File: config.mk
export PLATFORM = sky130hd
export DESIGN_NAME = camera_word_packer_flat
export DESIGN_NICKNAME = d
export VERILOG_FILES = /design/src/rtl/camera_word_packer_pkg.sv /design/src/rtl/camera_word_packer_if.sv /design/src/rtl/camera_word_fifo.sv /design/src/rtl/camera_word_packer.sv /design/src/flat_wrapper.sv
export SDC_FILE = /design/constraint.sdc
export NUM_CORES = 1
export LEC_CHECK = 0
export BUFFER_PORTS_ARGS = -buffer_cell sky130_fd_sc_hd__buf_2
export CELL_PAD_IN_SITES_DETAIL_PLACEMENT = 1
export CELL_PAD_IN_SITES_GLOBAL_PLACEMENT = 2
export CORE_MARGIN = 1.5
export CORE_UTILIZATION = 47
export CTS_CLUSTER_DIAMETER = 120
export DETAILED_ROUTE_END_ITERATION = 10
export GPL_TIMING_DRIVEN = 0
export PLACE_DENSITY_LB_ADDON = 0.15
export SLEW_MARGIN = 20
export SYNTH_ARGS = -nofsm -noshare
export SYNTH_HDL_FRONTEND = slang
export SYNTH_SLANG_ARGS = --single-unit
File: constraint.sdc
create_clock -name pixclk_i -period 5.7 [get_ports pixclk_i]
set_input_delay 0.57 -clock pixclk_i [delete_from_list [all_inputs] [get_ports pixclk_i]]
set_output_delay 0.57 -clock pixclk_i [all_outputs]
set_load 0.01 [all_outputs]
File: src/rtl/camera_word_packer_pkg.sv
// Shared types for the camera word packer: pixel/coordinate types, packed FIFO word,
// accumulator state encoding and word-geometry helper.
package camera_pkg;

  localparam int unsigned PIX_PER_WORD = 4;
  localparam int unsigned ADDR_W_MAX   = 32;

  typedef logic [7:0]  pix_t;
  typedef logic [15:0] coord_t;

  // addr is carried at full width; the top truncates it to its ADDR_W on output
  typedef struct packed {
    logic [31:0]           data;
    logic [3:0]            be;
    logic [ADDR_W_MAX-1:0] addr;
    logic                  sof;
  } packed_word_t;

  typedef enum logic {
    ACC_EMPTY,
    ACC_FILLING
  } acc_state_e;

  function automatic int unsigned words_per_row(input int unsigned width);
    return (width + PIX_PER_WORD - 1) / PIX_PER_WORD;
  endfunction

endpackage

File: src/rtl/camera_word_packer_if.sv
// Packed-word valid/ready bus between the packer (master) and the frame-buffer writer (slave).
interface camera_word_packer_if #(
  parameter int unsigned ADDR_W = 15
);
  logic              word_valid_o;
  logic              word_ready_i;
  logic [31:0]       word_o;
  logic [3:0]        word_be_o;
  logic [ADDR_W-1:0] word_addr_o;
  logic              word_sof_o;

  modport master (
    output word_valid_o, word_o, word_be_o, word_addr_o, word_sof_o,
    input  word_ready_i
  );

  modport slave (
    input  word_valid_o, word_o, word_be_o, word_addr_o, word_sof_o,
    output word_ready_i
  );
endinterface

File: src/rtl/camera_word_fifo.sv
// First-word-fall-through sync FIFO of packed words; a push while full is accepted
// only when a pop happens in the same cycle.
module camera_word_fifo
  import camera_pkg::*;
#(
  parameter int unsigned DEPTH = 8
) (
  input  logic         clk,
  input  logic         rst,
  input  logic         i_push,
  input  packed_word_t i_din,
  input  logic         i_pop,
  output packed_word_t o_dout,
  output logic         o_valid,
  output logic         o_full
);
  localparam int unsigned PTR_W = $clog2(DEPTH);

  logic [PTR_W-1:0] r_wr;
  logic [PTR_W-1:0] r_rd;
  logic [PTR_W:0]   r_count;
  packed_word_t     r_mem [DEPTH];

  logic w_pop;
  logic w_push_ok;

  assign o_valid   = (r_count != '0);
  assign o_full    = (r_count == (PTR_W + 1)'(DEPTH));
  assign w_pop     = i_pop && o_valid;
  assign w_push_ok = i_push && (!o_full || w_pop);
  assign o_dout    = r_mem[r_rd];

  always_ff @(posedge clk or posedge rst) begin
    if (rst) begin
      r_wr    <= '0;
      r_rd    <= '0;
      r_count <= '0;
    end else begin
      if (w_push_ok) r_wr <= r_wr + 1'b1;
      if (w_pop)     r_rd <= r_rd + 1'b1;
      case ({w_push_ok, w_pop})
        2'b10:   r_count <= r_count + 1'b1;
        2'b01:   r_count <= r_count - 1'b1;
        default: r_count <= r_count;
      endcase
    end
  end

  always_ff @(posedge clk) begin
    if (w_push_ok) r_mem[r_wr] <= i_din;
  end

endmodule

File: src/rtl/camera_word_packer.sv
// Packs 4 adjacent pixels into 32-bit words with byte enables, word address and SOF.
// Optional CAMERA_WORD_PACKER_STATS_EN adds pushed/dropped word counters.
module camera_word_packer
  import camera_pkg::*;
#(
  parameter int unsigned ACTIVE_REGION_WIDTH  = 320,
  parameter int unsigned ACTIVE_REGION_HEIGHT = 240,
  parameter int unsigned ADDR_W               = 15,
  parameter int unsigned FIFO_DEPTH           = 8
) (
  input  logic                pixclk_i,
  input  logic                reset,
  input  logic                pix_valid_i,
  input  pix_t                pix_i,
  input  coord_t              row_i,
  input  coord_t              col_i,
  camera_word_packer_if.master wr,
  output logic                overflow_o,
  output logic                seq_err_o,
  input  logic                clear_err_i
`ifdef CAMERA_WORD_PACKER_STATS_EN
  ,
  output logic [31:0]         words_pushed_o,
  output logic [31:0]         words_dropped_o
`endif
);
  localparam int unsigned WPR = words_per_row(ACTIVE_REGION_WIDTH);

  acc_state_e   r_state, w_state_nxt;
  logic [31:0]  r_data;
  logic [3:0]   r_be;
  coord_t       r_row;
  logic [13:0]  r_wcol;
  logic         r_sof;
  logic         r_seq_err, r_overflow;

  logic [1:0]   w_lane;
  logic [13:0]  w_wcol;
  logic         w_in_range, w_accept, w_same, w_stale, w_dup, w_terminal, w_push;
  logic         w_pop, w_full, w_fifo_valid, w_overflow, w_seq_set;
  packed_word_t w_word, w_head;

  assign w_lane     = col_i[1:0];
  assign w_wcol     = col_i[15:2];
  assign w_in_range = (32'(row_i) < ACTIVE_REGION_HEIGHT) && (32'(col_i) < ACTIVE_REGION_WIDTH);
  assign w_accept   = pix_valid_i && w_in_range;
  assign w_same     = (r_state == ACC_FILLING) && (r_row == row_i) && (r_wcol == w_wcol);
  assign w_stale    = w_accept && (r_state == ACC_FILLING) && !w_same;
  assign w_dup      = w_accept && w_same && r_be[w_lane];
  assign w_terminal = (w_lane == 2'd3) || (32'(col_i) == ACTIVE_REGION_WIDTH - 1);
  assign w_push     = w_accept && w_terminal;

  // Merge the incoming byte onto the accumulator (or onto nothing for a fresh word);
  // the same value feeds the FIFO on the terminal pixel and the registers otherwise.
  always_comb begin
    w_word.data = w_same ? r_data : '0;
    w_word.be   = w_same ? r_be : '0;
    w_word.sof  = w_same && r_sof;
    w_word.addr = 32'(row_i) * 32'(WPR) + 32'(w_wcol);
    w_word.data[{w_lane, 3'b000} +: 8] = pix_i;
    w_word.be[w_lane] = 1'b1;
    if (row_i == '0 && col_i == '0) w_word.sof = 1'b1;
  end

  always_ff @(posedge pixclk_i or posedge reset) begin
    if (reset) r_state <= ACC_EMPTY;
    else       r_state <= w_state_nxt;
  end

  always_comb begin
    w_state_nxt = r_state;
    if (w_accept) w_state_nxt = w_terminal ? ACC_EMPTY : ACC_FILLING;
  end

  always_ff @(posedge pixclk_i or posedge reset) begin
    if (reset) begin
      r_data <= '0;
      r_be   <= '0;
      r_row  <= '0;
      r_wcol <= '0;
      r_sof  <= 1'b0;
    end else if (w_accept) begin
      r_data <= w_word.data;
      r_be   <= w_word.be;
      r_row  <= row_i;
      r_wcol <= w_wcol;
      r_sof  <= w_word.sof;
    end
  end

  camera_word_fifo #(.DEPTH(FIFO_DEPTH)) u_fifo (
    .clk    (pixclk_i),
    .rst    (reset),
    .i_push (w_push),
    .i_din  (w_word),
    .i_pop  (w_pop),
    .o_dout (w_head),
    .o_valid(w_fifo_valid),
    .o_full (w_full)
  );

  assign w_pop      = w_fifo_valid && wr.word_ready_i;
  assign w_overflow = w_push && w_full && !w_pop;
  assign w_seq_set  = (pix_valid_i && !w_in_range) || w_stale || w_dup;

  always_ff @(posedge pixclk_i or posedge reset) begin
    if (reset) begin
      r_seq_err  <= 1'b0;
      r_overflow <= 1'b0;
    end else begin
      if (w_seq_set)        r_seq_err <= 1'b1;
      else if (clear_err_i) r_seq_err <= 1'b0;
      if (w_overflow)       r_overflow <= 1'b1;
      else if (clear_err_i) r_overflow <= 1'b0;
    end
  end

  assign seq_err_o       = r_seq_err;
  assign overflow_o      = r_overflow;
  assign wr.word_valid_o = w_fifo_valid;
  assign wr.word_o       = w_fifo_valid ? w_head.data : '0;
  assign wr.word_be_o    = w_fifo_valid ? w_head.be : '0;
  assign wr.word_addr_o  = w_fifo_valid ? w_head.addr[ADDR_W-1:0] : '0;
  assign wr.word_sof_o   = w_fifo_valid && w_head.sof;

`ifdef CAMERA_WORD_PACKER_STATS_EN
  logic [31:0] r_pushed, r_dropped;

  always_ff @(posedge pixclk_i or posedge reset) begin
    if (reset) begin
      r_pushed  <= '0;
      r_dropped <= '0;
    end else begin
      if (w_push && !w_overflow) r_pushed <= r_pushed + 1'b1;
      r_dropped <= r_dropped + 32'(w_overflow) + 32'(w_stale);
    end
  end

  assign words_pushed_o  = r_pushed;
  assign words_dropped_o = r_dropped;
`endif

endmodule

File: src/flat_wrapper.sv
// flat-port wrapper written by rule: the top's interface ports become plain ports
module camera_word_packer_flat import camera_pkg::*;
#(
  parameter int unsigned ACTIVE_REGION_WIDTH  = 320,
  parameter int unsigned ACTIVE_REGION_HEIGHT = 240,
  parameter int unsigned ADDR_W               = 15,
  parameter int unsigned FIFO_DEPTH           = 8
)
  (pixclk_i, reset, pix_valid_i, pix_i, row_i, col_i, overflow_o, seq_err_o, clear_err_i, wr_word_valid_o, wr_word_o, wr_word_be_o, wr_word_addr_o, wr_word_sof_o, wr_word_ready_i);
  camera_word_packer_if #(.ADDR_W(ADDR_W)) wr_i ();
  input  logic pixclk_i;
  input  logic reset;
  input  logic pix_valid_i;
  input  pix_t pix_i;
  input  coord_t row_i;
  input  coord_t col_i;
  output logic overflow_o;
  output logic seq_err_o;
  input  logic clear_err_i;
  output wire logic [$bits(wr_i.word_valid_o)-1:0] wr_word_valid_o;
  output wire logic [$bits(wr_i.word_o)-1:0] wr_word_o;
  output wire logic [$bits(wr_i.word_be_o)-1:0] wr_word_be_o;
  output wire logic [$bits(wr_i.word_addr_o)-1:0] wr_word_addr_o;
  output wire logic [$bits(wr_i.word_sof_o)-1:0] wr_word_sof_o;
  input wire logic [$bits(wr_i.word_ready_i)-1:0] wr_word_ready_i;
  assign wr_word_valid_o = wr_i.word_valid_o;
  assign wr_word_o = wr_i.word_o;
  assign wr_word_be_o = wr_i.word_be_o;
  assign wr_word_addr_o = wr_i.word_addr_o;
  assign wr_word_sof_o = wr_i.word_sof_o;
  assign wr_i.word_ready_i = wr_word_ready_i;
  camera_word_packer #(.ACTIVE_REGION_WIDTH(ACTIVE_REGION_WIDTH), .ACTIVE_REGION_HEIGHT(ACTIVE_REGION_HEIGHT), .ADDR_W(ADDR_W), .FIFO_DEPTH(FIFO_DEPTH)) u_core (.pixclk_i(pixclk_i), .reset(reset), .pix_valid_i(pix_valid_i), .pix_i(pix_i), .row_i(row_i), .col_i(col_i), .wr(wr_i), .overflow_o(overflow_o), .seq_err_o(seq_err_o), .clear_err_i(clear_err_i));
endmodule
# Yosys cells after proc, flatten, opt, wreduce, memory -nomap -nowiden
# Memories as Yosys holds them, arrays and structs flattened.
# Index checks and enable logic that the tools add are counted.
# Widths: inputs -> output; s select.
# classes
add_sub_neg	6
n_mul	1
n_lt_le_gt_ge	4
n_eq_ne	7
n_shift	2
mux	18
bitwise_logic	1
reduce_logical	33
# op_table
operator	n
$mux 32	2
$bwmux 32	1
$logic_not 16->1	2
$shift 8x7->32 const A	1
$shiftx 8x7->32	1
$add 23x14->24	1
$logic_and 1x1->1	19
$mul 16x3->19 const B	1
$eq 16x16->1	1
$eq 16x9->1 const B	1
$lt 16x8->1 const B	1
$lt 16x9->1 const B	1
$mux 15	1
$eq 14x14->1	1
$mux 1	9
$mux 4	2
$pmux 4 s2	1
$neg 5->7	1
$add 3x1->3 const B	2
$reduce_bool 2->1	3
$add 4x1->4 const B	1
$eq 2x2->1 const B	2
$eq 4x4->1 const B	1
$logic_not 1->1	4
9 further kinds	12
# totals
regBits	80
ramBits	488
in_bits	45
output_inout_bits	55
wordCells	84
memories	1
# memory_table
memory	depth	width	rd	rd_ports_with_merged_regs	wr	line_no	rtl
u_core.u_fifo.r_mem	8	61	1	0	1	camera_word_fifo.sv:22	packed_word_t r_mem [DEPTH];

# Longest topological paths before layout
# Gate-level depths: netlist of the first run.
# logic_depth
ltp_word	8
depth_mapped	13
ltp_nobuf	13

# Modules after synthesis
# A second synthesis of the first run with hierarchy kept.
# unflattened
hier_cells	1425
hier_area_um2	26835.7
# by_module_without_submodules
mod	instances	cells_per_inst	area_per_inst_um2	seq_area_each_um2
camera_word_fifo	1	869	21374.2	16826.1
camera_word_packer	1	556	5461.5	1751.7

# Worst setup path after synthesis of the first run
# OpenSTA, ideal clock, no wires.
# synth_timing
kind	input to register
start	input col_i[13]
end	memory u_core.u_fifo.r_mem[3][0] (netlist name) (enable)
arrival_ns	5.433
path_slack_ns	-0.258
path_stages	8
path_cell_list	nor4_1 -> and4_1 -> buf_2 -> and3_4 -> buf_6 -> buf_4 -> nand3_2 -> nor3_1
# synth_via
elab_chain_cells	7
# synth_rtl
element	line_no	rtl
from (decl)	flat_wrapper.sv:16	input coord_t col_i;
$lt 16x9->1	camera_word_packer.sv:45	assign w_in_range = (32'(row_i) < ACTIVE_REGION_HEIGHT) && (32'(col_i) < ACTIVE_REGION_WIDTH);
$logic_and 1x1->1	camera_word_packer.sv:45	
$logic_and 1x1->1	camera_word_packer.sv:46	assign w_accept = pix_valid_i && w_in_range;
$logic_and 1x1->1 (*)	camera_word_packer.sv:51	assign w_push = w_accept && w_terminal;
$logic_and 1x1->1 (*)	camera_word_fifo.sv:30	assign w_push_ok = i_push && (!o_full || w_pop);
$mux 1 (*)	camera_word_fifo.sv:50	if (w_push_ok) r_mem[r_wr] <= i_din;
$mux 1 (implied by the code) (*)	camera_word_fifo.sv:50	
to (decl)	camera_word_fifo.sv:22	
# Mark *: on every way between the ends. The rest lies on a longest branch, timed or not.

# Worst setup path after layout of the first run
# layout_timing
start	register u_core.u_fifo.r_rd[1]
end	output wr_word_o[25]
# layout_via
elab_chain_cells	2
# layout_rtl
element	line_no	rtl
from (decl)	camera_word_fifo.sv:20	logic [PTR_W-1:0] r_rd;
from (signal assigned)	camera_word_fifo.sv:40	if (w_pop) r_rd <= r_rd + 1'b1;
$mem_v2 8x61	--	
$mux 32	camera_word_packer.sv:121	assign wr.word_o = w_fifo_valid ? w_head.data : '0;
to (decl)	flat_wrapper.sv:21	output wire logic [$bits(wr_i.word_o)-1:0] wr_word_o;
# No other way between the ends.

==> reports/summary.md, run 1 <==
The path class of the lowest-slack min-delay path is input port to async pin. The number of antenna violations at the first check in global routing is 1. The tool flagged a number of max-cap violations equal to 0. The critical path ends at wr_word_o[25]. The share of the core filled with cells in the final layout is 55.2%. In the synthesized netlist the dominant register cell turns out to be sky130_fd_sc_hd__edfxtp_1. The largest voltage drop on the vdd net is 0.000225 V. Setup repair after global routing left no endpoint under its margin.

The share of power burned in the clock network is 31.7%, and the maximum fanout along the worst path is 10. Dividing the detail-routed via count by the number of cells gives 5.80. The internal reg-to-reg setup slack was 1.76 ns. For the worst setup path, the data required time is 5.13 ns. Based on the critical path, the design can be clocked at up to 0.241 GHz.

The floorplan step defined a core boundary enclosing 44200 um^2. The number of global-route vias before repair was 12.2k; the post-route clock period utilization was 72.7%. The cell area that synthesis handed to floorplanning was 21000 um^2. The congestion estimate from routability-driven global placement came to 0.766. The part of the Yosys area used for sequential elements is 68.9%, and the routed wire length is 51.0 mm. The number of hold buffers added after CTS was 0. In this run the remaining antenna-violating nets after routing total 0. The run gives 27.1% as the combinational fraction of design power.

Yosys mapped the design onto 64 distinct sky130hd cell types. The tools report the startpoint of the worst-slack reg-to-reg timing path as u_core.u_fifo.r_count[0]. The number of antenna diodes in the final layout is 0. TritonCTS built the clock tree. The worst setup path is captured at an output port. The critical path goes through clkbuf_1 > buf_1 > clkbuf_1 > mux4_2 > mux2i_1 > nor2_1 > buf_2.

Among cell families on the critical path, the largest total delay comes from buffers and inverters. For the effective utilization at floorplan, the log shows 47.6%. The transition time at the pin with the least slew margin works out to 1.12 ns. The share of the synthesized area in the top cell type came out at 59.3%. The run gives 22.6% as the overall global routing resource usage. The path depth of the worst reg2reg path is 12, and the async set-reset flop share out of synthesis is 16.1%. The cell seen most often among critical-path stages was sky130_fd_sc_hd__clkbuf_1. The total die area came out at 46100 um^2. Compared with the post-synthesis result, the final layout area differs by 16.0%. Critical path startpoint: u_core.u_fifo.r_rd[1]. Worst-case clock buffer depth: 3. The root buffer cell was sky130_fd_sc_hd__clkbuf_16. For the final setup violation count, the log shows 0. After Yosys synthesis, XOR and XNOR cells account for 2.44% of the synthesized area. The biggest area contributor in the post-synthesis netlist is sky130_fd_sc_hd__edfxtp_1. For this design the static power due to leakage is 8.47 nW. In this run the count of I/O pins placed on the die edge is 100. For the detailed placer's ending HPWL, the log shows 34.5 mm. Data arrives at the worst endpoint at 3.58 ns.

The mux share of post-synthesis cell area works out to 14.8%. The slowest stage of the critical path is the sky130_fd_sc_hd__clkbuf_1 cell. Clock tree synthesis found a total of 496 sinks.

Input and output buffers added on the ports amount to 91. The tools report the largest net degree at the start of global routing as 43. The switching power share of the total was 30.1%. Including well taps, the total number of placed cells is 1883. After detailed routing, the number of remaining DRC violations is 0. By area, the combinational part of the netlist is dominated by multiplexers. STA classifies the critical path startpoint as a register. The detailed router finished its first iteration with 722 violations. The logs give 1157 for the post-synthesis instance total and 1429 for the net count reported at finish. In this run the critical register-to-register path is captured at u_core.u_fifo.r_count[3]. For this run, the number of Yosys warnings is 0.

The length of the first detailed-routing pass in iterations was 5; the peak per-stage delay on the critical path was 0.65 ns. The analysis attributes to net switching a power of 2.95 mW. Adding up every negative setup slack in the final design gives 0 ns. Across the routed clock network, the largest skew measured is 0.0148 ns.

The logs give 77 for the number of core rows and 50 for the CTS buffer count. The flow ran to the end, and the final reports show no timing, DRC or antenna violations. Global routing finished with a remaining overflow of 0. Across the whole layout, storage elements account for 14500 um^2. Post-CTS timing repair inserted 0 buffers for setup.

Headroom to the max-slew limit: 25.3%. Of the total power, registers draw 41.2%. For the worst-skew pair, the clock arrives at the later sink with an insertion delay of 0.59 ns. The worst path meets setup with 1.55 ns of slack.

The worst setup path is of the register to output port kind. Measured along the x axis, the die boundary spans 215 um. The number of enable-type register cells in the synthesized netlist is 416. The count of final hold-check violations was 0; the area share of fa/ha/maj cells after synthesis was 2.54%.

The critical path crosses 7 cells after its start point. Summing the areas of all compound-gate instances in the mapped netlist gives 4.96% of the synthesized area. The first global-routing pass estimated 77.3 mm of wire. The ratio of total power to cell area was 403 nW/um^2; the height of the die was 215 um. Area of the multi-input gates: 6280 um^2. The clock period could shrink to 4.15 ns. After detailed routing, the average wire length per cell comes to 25.8 um.

Cells with a size suffix above 1 make up 27.4% of the layout. Sorting the synthesized cells by area gives the leading types as sky130_fd_sc_hd__edfxtp_1 (59%), sky130_fd_sc_hd__mux4_2 (11%), sky130_fd_sc_hd__dfrtp_1 (9.5%), sky130_fd_sc_hd__a22o_1 (2.9%), sky130_fd_sc_hd__mux2i_1 (2.6%). The number of buffer and inverter instances along the worst setup path works out to 4. Average footprint of a synthesized cell: 18.2 um^2.

The number of vias after detailed routing was 11.5k. At the placement stage, the worst setup path has a slack of 1.32 ns. The clock-pin slew on the worst setup and hold paths came out at 0.06 ns.

The completed layout was analyzed and its total power is 9.83 mW. The post-cts repair resize count was 0; the simple-gate share of the synthesized area was 4.86%. The number of pins exceeding their max-slew limit in the final report is 0, and the internal power summed over all cells is 6.88 mW.

CTS built an H-tree with a depth of 2. The number of filler instances in the final layout was 4037. The number of nets in the synthesized netlist is 1243. The synthesized design contains 496 register bits. The tools report the final instance count without filler cells as 1977.
## layer usage
metal | track usage, % | wire (um) | vias to the layer above
met5 | 0 | 0 | -
li1 | - | - | 5030
met2 | 36.9 | 24900 | 326
met1 | 31.7 | 22400 | 6032
met4 | 7.56 | 1290 | 0
met3 | 2.82 | 2370 | 73
## metrics by stage
stage               hold slack [ns]  area [um^2]
floorplan                     0.467        21000
global placement              0.474        22200
detailed placement            0.476        22800
CTS                          0.0389        24400
global route                 0.0646        24400
finish                       0.0377        24400
## how the worst min path moves through the flow
| stage | depth (start not counted) | end | slack, ns |
|---|---|---|---|
| 2_1_floorplan | 1 | u_core.r_data[0] | 0.47 |
| 3_3_place_gp | 1 | u_core.overflow_o | 0.47 |
| 3_5_place_dp | 1 | u_core.overflow_o | 0.48 |
| 4_1_cts | 2 | u_core.u_fifo.r_count[0] | 0.04 |
| 5_1_grt | 2 | u_core.u_fifo.r_count[1] | 0.06 |
| 6_report | 2 | u_core.u_fifo.r_count[1] | 0.04 |
## state kept, by name, summed over array words and instances (netlist names)
signal / flops
u_core.r_state: 1
u_core.u_fifo.r_wr: 3
u_core.u_fifo.r_count: 4
u_core.r_row: 16
u_core.r_be: 4
u_core.r_wcol: 14
u_core.u_fifo.r_rd: 3
u_core.r_sof: 1
u_core.r_data: 32
u_core.seq_err_o: 1
u_core.overflow_o: 1
u_core.u_fifo.r_mem: 416
## synthesized netlist by cell type, types with 2 or more instances
master	number
sky130_fd_sc_hd__nor3_1	16
sky130_fd_sc_hd__o211ai_1	4
sky130_fd_sc_hd__buf_1	11
sky130_fd_sc_hd__buf_4	2
sky130_fd_sc_hd__edfxtp_1	416
sky130_fd_sc_hd__clkbuf_1	34
sky130_fd_sc_hd__ha_1	38
sky130_fd_sc_hd__nand3b_1	3
sky130_fd_sc_hd__mux2i_1	54
sky130_fd_sc_hd__o2111ai_1	2
sky130_fd_sc_hd__nor2_1	72
sky130_fd_sc_hd__and3_1	2
sky130_fd_sc_hd__nor4_2	4
sky130_fd_sc_hd__fa_1	3
sky130_fd_sc_hd__o31ai_4	4
sky130_fd_sc_hd__mux2_2	17
sky130_fd_sc_hd__inv_1	20
sky130_fd_sc_hd__buf_6	2
sky130_fd_sc_hd__nor4_1	9
sky130_fd_sc_hd__mux4_2	105
sky130_fd_sc_hd__or3_1	5
sky130_fd_sc_hd__a21o_1	9
sky130_fd_sc_hd__or4_1	2
sky130_fd_sc_hd__nand3_1	6
sky130_fd_sc_hd__and2_1	4
sky130_fd_sc_hd__a22o_1	69
sky130_fd_sc_hd__xnor2_2	3
sky130_fd_sc_hd__nand4_1	15
sky130_fd_sc_hd__o21ai_0	11
sky130_fd_sc_hd__xor2_1	23
sky130_fd_sc_hd__a21oi_1	10
sky130_fd_sc_hd__dfrtp_1	80
sky130_fd_sc_hd__nand2_1	14
sky130_fd_sc_hd__xnor2_1	30
sky130_fd_sc_hd__nor2b_1	17
sky130_fd_sc_hd__nor3_4	4
sky130_fd_sc_hd__buf_2	10
## cell usage in the layout, fill, tap and decap left out, types with 30 or more instances in the layout
cell type                   netlist  final
sky130_fd_sc_hd__mux2i_1         54     54
sky130_fd_sc_hd__dfrtp_1         80     80
sky130_fd_sc_hd__nor2_1          72     68
sky130_fd_sc_hd__xnor2_1         30     30
sky130_fd_sc_hd__clkbuf_1        34     41
sky130_fd_sc_hd__a22o_1          69     69
sky130_fd_sc_hd__mux4_2         105    105
sky130_fd_sc_hd__ha_1            38     38
sky130_fd_sc_hd__buf_2           10    101
sky130_fd_sc_hd__edfxtp_1       416    416
sky130_fd_sc_hd__clkbuf_16        0     50
## logic make-up after synthesis
kind of cell,after synthesis
xor gates and xnor gates,56
adders and majority gates,41
muxes,177
buffers and inverters,79
and+or+nand+nor,184
DFF,496
AOI/OAI and AO/OA,124
## area by class of cell
class	instances	share of cell area (%)
Timing Repair Buffer	134	4.13
Sequential cell	496	59.4
Buffer	59	1.06
Inverter	20	0.318
Tap cell	592	3.03
Clock inverter	31	0.810
Multi-Input combinational cell	582	25.7
Clock buffer	63	5.53
## power by group through the flow
stage,clock network [mW],registers (mW),logic (mW)
after detailed placement,0,4.13,2.72
after floorplan,0,4.12,1.79
final,3.12,4.05,2.66
after global placement,0,4.12,2.68
after CTS,3.18,4.05,2.73
after global routing,3.29,4.05,2.90
(Power assumes the default switching activity.)
==> run 2, diff against run 1 <==
- clock period: 5.7 -> 4.3 ns (I/O delays scaled with it)
==> reports/summary.md, run 2 (synthesized netlist as in run 1, its figures left out) <==
The flow ran to the end, and the final reports show no timing, DRC or antenna violations. The run gives 0 as the number of pins exceeding their max-slew limit in the final report. The effective utilization at floorplan is 47.6%. From synthesis to final layout, the design area changed by 16.0%.

The finished cells cover 24400 um^2. Summing all multi-input logic gate instances after layout gives 6280 um^2. The library cells used most frequently in the layout, excluding fill and tap cells, are sky130_fd_sc_hd__edfxtp_1 (416), sky130_fd_sc_hd__mux4_2 (105), sky130_fd_sc_hd__buf_2 (101).

The largest registers in the layout are u_core.u_fifo.r_mem x416, u_core.r_data x32, u_core.r_row x16. The detailed router placed 11.5k vias in this run. Critical path data arrival time: 3.59 ns. The final clock skew was 0.0152 ns. Timing would allow up to 0.249 GHz.

OpenSTA, run right after detailed placement, puts the worst setup slack at 0.0611 ns. The tools report the number of filler instances in the final layout as 4036. Power spread over the standard cell area amounts to 534 nW/um^2. The maximum fanout along the worst path was 10.

The clock net sink count is 496, and the routed wire length is 51.0 mm. For the overall global routing resource usage, the log shows 22.6%. For the final estimated routing congestion in global placement, the log shows 0.766.

Entering global routing, the biggest net connects 43 pins. The floorplan core area came out at 44200 um^2. The number of global-route vias before repair is 12.2k, and the mean routed wirelength per cell is 25.8 um.

The tools report the leakage power of the design as 8.47 nW. The min-delay analysis places its worst path in the category input port to register. Category of the critical setup timing path: register to output port.

For the final setup violation count, the log shows 0. The detailed placer's ending HPWL came out at 34.5 mm. The internal power summed over all cells came out at 9.12 mW. Top register by number of flip-flops: u_core.u_fifo.r_mem. STA classifies the critical path startpoint as a register. The CTS buffer count came out at 50. The register with the most flip-flops in the layout has 416 of them. In this run switching power makes up 30.1% of total power.

In the final layout, the share of cells above drive strength 1 is 27.4%. For the worst setup path, the data required time is 3.87 ns. For this run the aggregate overflow at the end of global routing stands at 0.

At the pin with the least slew margin, the transition time is 1.11 ns. Root buffer cell: sky130_fd_sc_hd__clkbuf_16. The share of the core filled with cells in the final layout is 55.2%, and the number of core rows is 77. After detailed placement, the design holds a cell count of 1883. For the count of final hold-check violations, the log shows 0. The run gives 13.0 mW as the final total power.

In this run the tool buffered the top-level ports with 91 buffer cells. The largest voltage drop on the vdd net came out at 0.000298 V. After layout, the minimum clock period comes to 4.02 ns. The tools report the global-route wire length before repair as 77.3 mm. The register share of total power is 41.2%, and the height of the die is 215 um.

Max-cap violations in this run came to 0. The number of setup buffers added after CTS was 0; the clock-pin slew on the worst setup and hold paths was 0.06 ns. Setup slack closes at 0.278 ns. For the worst-case clock buffer depth, the log shows 3.

The via density per instance was 5.80. TritonCTS built the clock tree. After clock tree synthesis, the repair step resized 0 gates. Diode insertion count for antenna repair: 0. The number of antenna violations at the first check in global routing was 1; the headroom to the max-slew limit was 26.0%. The run gives 1 as the count of hold-fix buffers inserted at cts. Setup repair after global routing left no endpoint under its margin. In this run, the number of DRC markers left after iteration 0 of detailed routing was 804. The number of DRC violations after detailed routing came out at 0.

Final instance count without filler cells: 1978. Most common cell after layout, fill and taps aside: sky130_fd_sc_hd__edfxtp_1. The worst setup path is captured at an output port. Before antenna repair, the detailed router went through 5 iterations.

The x dimension of the die was 215 um. The logs give 100 for the number of ports placed on the die boundary and 2 for the number of H-tree branching levels. For the worst-skew pair, the clock arrives at the later sink with an insertion delay of 0.59 ns.

The total die area was 46100 um^2. For this design the total switching power over the nets is 3.92 mW. The combinational fraction of design power is 27.1%, and the cell area after placement is 22800 um^2.

Of the total power, the clock network draws 31.7%. The post-route clock period utilization is 93.5%, and the remaining antenna violation count after routing is 0. In the final design database the tool counted 1430 nets. The sequential cells in the finished layout cover a total of 14500 um^2.
==> run 2: cell count changes in the layout (fill, tap and decap cells not counted), sizes merged <==
cell and change:
dlygate4sd3 +1
==> run 2: power by group through the flow <==
stage          Sequential [mW]  Clock, mW  Combinational, mW
4_1_cts                   5.37       4.21               3.62
3_5_place_dp              5.47          0               3.60
2_1_floorplan             5.46          0               2.37
3_3_place_gp              5.47          0               3.55
6_report                  5.37       4.13               3.53
5_1_grt                   5.37       4.36               3.85
==> run 2: final timing paths <==
| path | startpoint | endpoint | slack [ns] | cells past startpoint |
|---|---|---|---|---|
| worst max-delay path | u_core.u_fifo.r_rd[1] | wr_word_o[25] | 0.28 | 7 |
| worst min-delay path | clear_err_i | u_core.overflow_o | 0.12 | 3 |
| worst max register to register | u_core.u_fifo.r_count[0] | u_core.u_fifo.r_count[3] | 0.37 | 12 |
| worst min register to register | u_core.r_data[13] | u_core.r_data[13] | 0.50 | 1 |
| max in group asynchronous | reset | u_core.r_data[3] | 3.21 | 4 |
| min in group asynchronous | reset | u_core.u_fifo.r_count[1] | 0.45 | 3 |
==> run 2: critical path, stage by stage (launching register included) <==
cell,delay (ns)
sky130_fd_sc_hd__dfrtp_1,0.36
sky130_fd_sc_hd__clkbuf_1,0.43
sky130_fd_sc_hd__buf_1,0.64
sky130_fd_sc_hd__clkbuf_1,0.66
sky130_fd_sc_hd__mux4_2,0.40
sky130_fd_sc_hd__mux2i_1,0.24
sky130_fd_sc_hd__nor2_1,0.10
sky130_fd_sc_hd__buf_2,0.17
==> run 2: cell type report <==
| class | instances | share of cell area, % |
|---|---|---|
| Sequential cell | 496 | 59.4 |
| Multi-Input combinational cell | 582 | 25.7 |
| Clock buffer | 63 | 5.53 |
| Timing Repair Buffer | 135 | 4.17 |
| Tap cell | 592 | 3.03 |
| Buffer | 59 | 1.06 |
| Clock inverter | 31 | 0.810 |
| Inverter | 20 | 0.318 |
==> run 2: routing by layer <==
metal | track usage (%) | share of wire [%] | vias up
li1 | - | - | 5033
met1 | 31.7 | 44 | 6045
met2 | 36.9 | 49 | 317
met3 | 2.82 | 4.5 | 74
met4 | 7.56 | 2.5 | 0
met5 | 0 | 0 | -
==> run 2: per-stage QoR <==
step	hold slack, ns	TNS (ns)
CTS	0.0891	0
finish	0.121	0
detailed placement	0.476	0
floorplan	0.467	-328.73
global placement	0.474	-1868.93
global route	0.121	0
